File: src/rtl/mac_vec_p_if.sv
// Bus bundle for mac_vec_p: job control, input beat handshake and result
// handshake. The master side (job issuer/consumer) drives start/bias/len/shift,
// beats and out_ready. The slave side (the MAC) returns in_ready, out_valid,
// y, sat_flag and busy.
interface mac_vec_p_if #(
  parameter int DATA_W = 8,
  parameter int LANES  = 4,
  parameter int OUT_W  = 16,
  parameter int LEN_W  = 8
);
  logic                      start;
  logic [DATA_W-1:0]         bias_in;
  logic [LEN_W-1:0]          len;
  logic [3:0]                shift;
  logic                      in_valid;
  logic                      in_ready;
  logic [LANES*DATA_W-1:0]   a_vec;
  logic [LANES*DATA_W-1:0]   b_vec;
  logic                      out_valid;
  logic                      out_ready;
  logic signed [OUT_W-1:0]   y;
  logic                      sat_flag;
  logic                      busy;

  modport master (
    output start, bias_in, len, shift, in_valid, a_vec, b_vec, out_ready,
    input  in_ready, out_valid, y, sat_flag, busy
  );

  modport slave (
    input  start, bias_in, len, shift, in_valid, a_vec, b_vec, out_ready,
    output in_ready, out_valid, y, sat_flag, busy
  );
endinterface

File: src/rtl/mac_vec_p.sv
// mac_vec_p: vector dot-product MAC. A job is started with a bias, a beat
// count and an output shift; each accepted beat adds the full-precision sum of
// LANES signed products into a saturating accumulator. After the last beat the
// accumulator is arithmetically shifted, clamped to OUT_W and held on y until
// the consumer takes it.
// Ports:
//   clkext  - clock, rising edge
//   rst_n   - asynchronous active-low reset
//   en_mac  - clock enable; low freezes all state and blocks both handshakes
//   bus     - mac_vec_p_if.slave (job control, beat and result handshakes)

// Single lane signed multiplier.
module mac_vec_p_lane #(
  parameter int DATA_W = 8
) (
  input  logic signed [DATA_W-1:0]   a,
  input  logic signed [DATA_W-1:0]   b,
  output logic signed [2*DATA_W-1:0] p
);
  assign p = a * b;
endmodule

module mac_vec_p #(
  parameter int DATA_W      = 8,
  parameter int LANES       = 4,
  parameter int ACC_W       = 24,
  parameter int OUT_W       = 16,
  parameter int LEN_W       = 8,
  parameter bit BIAS_SIGNED = 1'b0
) (
  input logic        clkext,
  input logic        rst_n,
  input logic        en_mac,
  mac_vec_p_if.slave bus
);
  localparam int SUM_W = 2*DATA_W + $clog2(LANES);
  localparam logic [ACC_W-1:0] ACC_MAX = {1'b0, {(ACC_W-1){1'b1}}};
  localparam logic [ACC_W-1:0] ACC_MIN = {1'b1, {(ACC_W-1){1'b0}}};
  localparam logic [OUT_W-1:0] OUT_MAX = {1'b0, {(OUT_W-1){1'b1}}};
  localparam logic [OUT_W-1:0] OUT_MIN = {1'b1, {(OUT_W-1){1'b0}}};

  typedef enum logic [1:0] {IDLE, ACCUM, DONE} state_t;

  state_t                   state_q, state_d;
  logic signed [ACC_W-1:0]  acc;
  logic [LEN_W-1:0]         count;
  logic [3:0]               shift_q;
  logic signed [OUT_W-1:0]  y_q;
  logic                     sat_q;

  // ---- lane products ----
  logic [LANES-1:0][2*DATA_W-1:0] prod;

  for (genvar i = 0; i < LANES; i++) begin : g_lane
    mac_vec_p_lane #(.DATA_W(DATA_W)) u_lane (
      .a (bus.a_vec[i*DATA_W +: DATA_W]),
      .b (bus.b_vec[i*DATA_W +: DATA_W]),
      .p (prod[i])
    );
  end

  // Adder tree width grows by clog2(LANES) so the beat sum never overflows.
  logic signed [SUM_W-1:0] sum;
  always_comb begin
    sum = '0;
    for (int i = 0; i < LANES; i++)
      sum = sum + SUM_W'($signed(prod[i]));
  end

  // ---- saturating accumulate, one guard bit ----
  logic signed [ACC_W:0]   acc_wide;
  logic                    acc_ovf;
  logic signed [ACC_W-1:0] acc_sat;

  assign acc_wide = $signed({acc[ACC_W-1], acc}) + (ACC_W+1)'(sum);
  assign acc_ovf  = acc_wide[ACC_W] ^ acc_wide[ACC_W-1];
  assign acc_sat  = !acc_ovf ? acc_wide[ACC_W-1:0]
                             : (acc_wide[ACC_W] ? ACC_MIN : ACC_MAX);

  logic signed [ACC_W-1:0] bias_ext;
  assign bias_ext = {{(ACC_W-DATA_W){BIAS_SIGNED & bus.bias_in[DATA_W-1]}}, bus.bias_in};

  // ---- output shift/clamp ----
  // In IDLE the source is the bias (LEN=0 job finishing straight from START);
  // otherwise it is the post-beat accumulator so y lands one cycle after the
  // final accept.
  logic signed [ACC_W-1:0] y_src, shifted;
  logic [3:0]              y_shamt;
  logic [ACC_W-OUT_W:0]    y_top;
  logic                    y_ovf;
  logic signed [OUT_W-1:0] y_sat;

  assign y_src   = (state_q == IDLE) ? bias_ext : acc_sat;
  assign y_shamt = (state_q == IDLE) ? bus.shift : shift_q;
  assign shifted = y_src >>> y_shamt;
  assign y_top   = shifted[ACC_W-1:OUT_W-1];
  assign y_ovf   = !((&y_top) | ~(|y_top));
  assign y_sat   = !y_ovf ? shifted[OUT_W-1:0]
                          : (shifted[ACC_W-1] ? OUT_MIN : OUT_MAX);

  // ---- control ----
  logic accept, load, last;
  assign accept = en_mac & bus.in_valid & (state_q == ACCUM);
  assign load   = en_mac & bus.start & (state_q == IDLE);
  assign last   = (count == LEN_W'(1));

  always_comb begin
    state_d = state_q;
    unique case (state_q)
      IDLE:    if (load) state_d = (bus.len == '0) ? DONE : ACCUM;
      ACCUM:   if (accept && last) state_d = DONE;
      DONE:    if (en_mac && bus.out_ready) state_d = IDLE;
      default: state_d = IDLE;
    endcase
  end

  always_ff @(posedge clkext or negedge rst_n) begin
    if (!rst_n) state_q <= IDLE;
    else        state_q <= state_d;
  end

  always_ff @(posedge clkext or negedge rst_n) begin
    if (!rst_n) begin
      acc     <= '0;
      count   <= '0;
      shift_q <= '0;
      y_q     <= '0;
      sat_q   <= 1'b0;
    end else if (load) begin
      acc     <= bias_ext;
      count   <= bus.len;
      shift_q <= bus.shift;
      sat_q   <= 1'b0;
      if (bus.len == '0) begin
        y_q   <= y_sat;
        sat_q <= y_ovf;
      end
    end else if (accept) begin
      acc   <= acc_sat;
      count <= count - LEN_W'(1);
      if (last) y_q <= y_sat;
      // Sticky: once set it stays until the next job loads.
      if (acc_ovf || (last && y_ovf)) sat_q <= 1'b1;
    end
  end

  assign bus.in_ready  = (state_q == ACCUM) & en_mac;
  assign bus.out_valid = (state_q == DONE);
  assign bus.busy      = (state_q != IDLE);
  assign bus.y         = y_q;
  assign bus.sat_flag  = sat_q;
endmodule

File: src/flat_wrapper.sv
// flat-port wrapper written by rule: the top's interface ports become plain ports
module mac_vec_p_flat 
#(
  parameter int DATA_W      = 8,
  parameter int LANES       = 4,
  parameter int ACC_W       = 24,
  parameter int OUT_W       = 16,
  parameter int LEN_W       = 8,
  parameter bit BIAS_SIGNED = 1'b0
)
  (clkext, rst_n, en_mac, bus_start, bus_bias_in, bus_len, bus_shift, bus_in_valid, bus_a_vec, bus_b_vec, bus_out_ready, bus_in_ready, bus_out_valid, bus_y, bus_sat_flag, bus_busy);
  mac_vec_p_if #(.DATA_W(DATA_W), .LANES(LANES), .OUT_W(OUT_W), .LEN_W(LEN_W)) bus_i ();
  input logic clkext;
  input logic rst_n;
  input logic en_mac;
  input wire logic [$bits(bus_i.start)-1:0] bus_start;
  input wire logic [$bits(bus_i.bias_in)-1:0] bus_bias_in;
  input wire logic [$bits(bus_i.len)-1:0] bus_len;
  input wire logic [$bits(bus_i.shift)-1:0] bus_shift;
  input wire logic [$bits(bus_i.in_valid)-1:0] bus_in_valid;
  input wire logic [$bits(bus_i.a_vec)-1:0] bus_a_vec;
  input wire logic [$bits(bus_i.b_vec)-1:0] bus_b_vec;
  input wire logic [$bits(bus_i.out_ready)-1:0] bus_out_ready;
  output wire logic [$bits(bus_i.in_ready)-1:0] bus_in_ready;
  output wire logic [$bits(bus_i.out_valid)-1:0] bus_out_valid;
  output wire logic [$bits(bus_i.y)-1:0] bus_y;
  output wire logic [$bits(bus_i.sat_flag)-1:0] bus_sat_flag;
  output wire logic [$bits(bus_i.busy)-1:0] bus_busy;
  assign bus_i.start = bus_start;
  assign bus_i.bias_in = bus_bias_in;
  assign bus_i.len = bus_len;
  assign bus_i.shift = bus_shift;
  assign bus_i.in_valid = bus_in_valid;
  assign bus_i.a_vec = bus_a_vec;
  assign bus_i.b_vec = bus_b_vec;
  assign bus_i.out_ready = bus_out_ready;
  assign bus_in_ready = bus_i.in_ready;
  assign bus_out_valid = bus_i.out_valid;
  assign bus_y = bus_i.y;
  assign bus_sat_flag = bus_i.sat_flag;
  assign bus_busy = bus_i.busy;
  mac_vec_p #(.DATA_W(DATA_W), .LANES(LANES), .ACC_W(ACC_W), .OUT_W(OUT_W), .LEN_W(LEN_W), .BIAS_SIGNED(BIAS_SIGNED)) u_core (.clkext(clkext), .rst_n(rst_n), .en_mac(en_mac), .bus(bus_i));
endmodule
File: config.mk
export PLATFORM = sky130hd
export DESIGN_NAME = mac_vec_p_flat
export DESIGN_NICKNAME = d
export VERILOG_FILES = /design/src/rtl/mac_vec_p_if.sv /design/src/rtl/mac_vec_p.sv /design/src/flat_wrapper.sv
export SDC_FILE = /design/constraint.sdc
export NUM_CORES = 1
export LEC_CHECK = 0
export BUFFER_PORTS_ARGS = -buffer_cell sky130_fd_sc_hd__buf_4
export CORE_UTILIZATION = 40
export DETAILED_ROUTE_END_ITERATION = 12
export GPL_ROUTABILITY_DRIVEN = 0
export GPL_TIMING_DRIVEN = 0
export PLACE_DENSITY_LB_ADDON = 0.3
export SYNTH_ARGS = -nofsm -noshare
export SYNTH_HDL_FRONTEND = slang
export SYNTH_HIERARCHICAL = 1
export SYNTH_SLANG_ARGS = --single-unit
File: constraint.sdc
create_clock -name clkext -period 10.3 [get_ports clkext]
set_input_delay 1.03 -clock clkext [delete_from_list [all_inputs] [get_ports clkext]]
set_output_delay 1.03 -clock clkext [all_outputs]
set_load 0.02 [all_outputs]
* After elaboration in Yosys (flattened, before gate mapping)
Index checks and enable logic that the tools add are counted.
Storage, ports and cells: input port bits 90, RAM bits 0, logic and storage cells 70, bits in read-only memories 0, memories 0, latch bits 0, register bits after elaboration 55
Cells by class: reductions and logical operators 16, shift operators 1, muxes and demuxes 23, multipliers 4, bitwise gates (word level) 8, div/mod/pow operators 0, magnitude comparators 0, equality and inequality tests 7, add/subtract/negate cells 5
Operators with widths (number):
- $mux W24 | 5
- $mux W16 | 6
- $mul A8 B8 Y16 | 4
- $add A24 B18 Y25 | 1
- $sshr A24 B4 Y24 | 1
- $add A17 B16 Y18 | 1
- $add A18 B16 Y18 | 1
- $add A16 B16 Y17 | 1
- $mux W8 | 2
- $reduce_and A9 Y1 | 1
- $reduce_or A9 Y1 | 1
- $eq A8 B1 Y1 const B | 1
- $logic_not A8 Y1 | 1
- $mux W2 | 4
- $reduce_bool A2 Y1 | 4
- $sub A8 B1 Y8 const B | 1
- $pmux W2 S3 | 1
- $reduce_and A3 Y1 | 2
- $and A1 B1 Y1 | 5
- $mux W1 | 4
- $mux W4 | 1
- $ne A2 B1 Y1 const B | 2
- $ne A2 B2 Y1 const B | 2
- $logic_and A1 B1 Y1 | 3
- other kinds (9) | 9

* Longest topological paths before layout
depth after elaboration 18, gate-level depth with buffers 49

* Cells and area by module
Netlist, hierarchy kept.
By module, submodules not included:
- mac_vec_p | times used 1, cells an instance 1030, sequential area each 1376.3 um^2, area an instance 8070.2 um^2
- mac_vec_p_lane (u_core.g_lane[1].u_lane ...) | times used 3, cells an instance 284, sequential area each 0.0 um^2, area an instance 2512.4 um^2
- mac_vec_p_lane (u_core.g_lane[0].u_lane) | times used 1, cells an instance 284, sequential area each 0.0 um^2, area an instance 2511.2 um^2

* Worst setup path before layout
No wires, ideal clock.
kind input -> register, start point input port bus_b_vec[2], end point register u_core.y_q[0] (netlist: u_core/bus.y[0]), path buffers 2, data arrival time 11460 ps, setup time 82 ps, setup slack -1242 ps, stages 44, required time 10218 ps, cell sequence and2_1 > fa_1 > inv_1 > fa_1 > inv_1 > fa_1 > inv_1 > fa_1 > inv_1 > ha_1 > a21o_1 > a21oi_2 > a21oi_2 > o41ai_2 > xnor2_1 > inv_1 > fa_1 > inv_1 > (+8 left out) > and3_1 > o21ai_1 > a21boi_0 > o21ai_0 > nand2b_1 > a21oi_1 > xnor2_1 > ha_1 > buf_2 > clkinv_1 > and2_4 > a21oi_4 > o311ai_4 > or4b_4 > or3_1 > a221o_1 > or4_1 > a31oi_1
RTL lines:
- start, declared | line flat_wrapper.sv:22 | input wire logic [$bits(bus_i.b_vec)-1:0] bus_b_vec;
- end signal, assigned | line mac_vec_p.sv:135 | y_q <= y_sat;
- end signal, assigned | line mac_vec_p.sv:141 | if (last) y_q <= y_sat;
- end, declared | line mac_vec_p.sv:48 | logic signed [OUT_W-1:0] y_q;

==> metrics.yaml <==
cts:
  cts.sinks: 55
  clk_pin_slew_ns: 0.07
  cts_tree: "done"
  insertion_delay_ns: 0.30
  cts_buffer_depth: 2
  cts_buffers: 5
  cts_root_buf: "clkbuf_16"
  postCtsHoldBufs: 0
  cts_htree_levels: 2
detailed_routing:
  wl_per_cell_um: 16.5
  routed_wirelength_um: 48500
  antenna_left: 0
  drt_iter0_markers: 1116
  vias: 15587
  drt-pass1-iter-count: 5
  drc: 0
  viasPerCell: 5.30
placement:
  numPortBuffers: 108
  dp_hpwl_um: 40300
  pre_cts_slack_ns: -2.62
yosys:
  synth.avg_cell_area_um2: 8.37
  synth-main-ff-cell: "dfrtp_1"
  netlist_area_um2: 18100
  ys_seq_elements: 55
  postSynth.asyncResetShare_pct: 100
  syn_nets: 2691
  yosys_warnings: 6
  synth-edff-count: 0
  seq_area_frac_synth_pct: 7.60
  netlist_instances: 2166
  synth.distinct_cells: 93
critical_path:
  arrival_ns: 11.39
  cp_max_fo: 8
  cp_slowest_cell: "fa_1"
  start_kind: "input port"
  crit_required_ns: 10.47
  worstSetupPathType: "in -> reg"
  crit_top_cell: "buf_4"
  cp_slowest_stage_delay_ns: 0.55
  cp-end-kind: "register"
timing:
  worst_pin_slew_ns: 0.824
  layout_setup_ws_ns: -0.920
  slew_viol_final: 0
  setup_viol: 16
  period_minus_slack_ns: 11.22
  holdWs_ns: 0.513
  finalHoldViolations: 0
  period_share_pct: 109
  rsz0062_at_grt: "true"
  finClkSkew_ns: 0.00706
  slew_headroom_pct: 45.0
  max_freq_mhz: 89.1
run_status:
  violations: "setup timing"
  status: "finished with violations"
global_route:
  grt_first_pass_wirelength_um: 82800
  track_usage_pct: 21.6
  grt_overflow: 0
  grt_max_degree: 56
  grt_pass1_vias: 16362
  antenna_found_initial: 0
layout:
  diodes: 0
  drive_gt1_share_pct: 15.5
  syn2layout_area_growth_pct: 16.8
  layout_common_cells: "inv_1, fa_1, and2_1"
  nNetsFinal: 2875
  final_common_cell: "inv_1"
  finalCoreUtilization_pct: 47.7
  fillCellCount: 4301
die:
  num_io_pins: 110
  dieArea_um2: 46200
  fp.coreArea_um2: 44400
  num_rows: 77
  start_util_pct: 40.8
  fp.dieH_um: 215
  die_w_um: 215
run:
  drv_cap: 0
hold_path:
  holdCritPathClass: "reg -> reg"
logic make-up after synthesis:
group | share of synthesized area [%]
buffers and inverters | 12.2
and+or+nand+nor | 17.4
adders and majority gates | 42.1
AOI/OAI and AO/OA | 15.2
muxes | 1.66
DFF | 7.60
xor gates and xnor gates | 3.80
sequential cells by signal, summed over array words and instances, names as in the netlist:
signal / cells
u_core/state_q: 2
u_core/acc: 24
u_core/shift_q: 4
u_core/bus.sat_flag: 1
u_core/count: 8
u_core/bus.y: 16
per-layer routing:
layer / wire length (um) / global-route usage (%) / share of wire (%)
met1: 20800 / 29.0 / 43
met2: 23600 / 37.3 / 49
met3: 2730 / 2.05 / 5.6
met4: 1300 / 5.55 / 2.7
met5: 0 / 0 / 0
final cells by class:
class | instances | area (um2) | area share, %
multi-input cells | 1526 | 15100 | 71.2
well taps | 592 | 741 | 3.50
repair buffers | 182 | 1520 | 7.18
clock inverters | 2 | 38.8 | 0.183
plain buffers | 48 | 260 | 1.23
clock buffers | 6 | 139 | 0.656
flip-flops and latches | 55 | 1380 | 6.50
inverters | 532 | 2030 | 9.58
metrics by stage:
step           setup TNS (ns)  std cells  cell area, um2
2_1_floorplan           -7.76       2166           18200
3_3_place_gp           -64.95       2866           19800
3_5_place_dp           -71.84       2867           19800
4_1_cts                -12.77       2927           20700
5_1_grt                -19.42       2943           21200
6_report               -14.00       2943           21200
synth_stat cells (11+ instances only):
cell type	number	share of area (%)
nand2_1	153	3.2
nor3_1	24	0.66
o21ai_0	57	1.6
clkbuf_1	39	0.81
nand4_1	24	0.83
and2_1	181	6.2
a21oi_2	12	0.58
dfrtp_1	55	7.6
xnor2_1	54	2.6
o21a_1	12	0.50
ha_1	144	9.9
xor2_1	20	0.97
a211o_1	11	0.53
and3_1	11	0.38
a211oi_1	19	0.79
mux2i_1	20	1.1
fa_1	291	32
inv_1	530	11
nor2_1	92	1.9
a21o_1	15	0.62
nand3_1	36	0.99
a21oi_1	97	2.7
o211ai_1	18	0.75
nor2b_1	36	1.2
o21ai_1	13	0.36
critical path, delay by kind of cell:
kind / cells / cell delay, ns
AO/OA/AOI/OAI: 10 / 2.12
adder cells (fa/ha/maj): 9 / 4.06
buffers and inverters: 26 / 2.80
XOR/XNOR: 1 / 0.22
AND/OR/NAND/NOR: 6 / 1.19
final timing paths:
kind                                       start          endpoint  slack [ns]  depth (start not counted)
worst max-delay path                bus_a_vec[5]   u_core/bus.y[7]       -0.92                         52
min in group asynchronous                  rst_n  u_core/bus.y[10]        0.78                          1
worst min-delay path            u_core/bus.y[15]  u_core/bus.y[15]        0.51                          1
max in group asynchronous                  rst_n    u_core/acc[19]        9.02                          1
worst max register to register     u_core/acc[1]   u_core/bus.y[6]        2.96                         28
worst min register to register  u_core/bus.y[15]  u_core/bus.y[15]        0.51                          1
what timing repair did:
action,4_1_cts,5_1_grt
endpoints found under the setup margin,39,34
buffers inserted,54,18
cloned,1,0
gates resized for setup,80,94
pin swaps,41,40
Power is left out: the tool's default activity adds up to more than one toggle a clock period on the data nets, which glitch-free logic cannot reach.
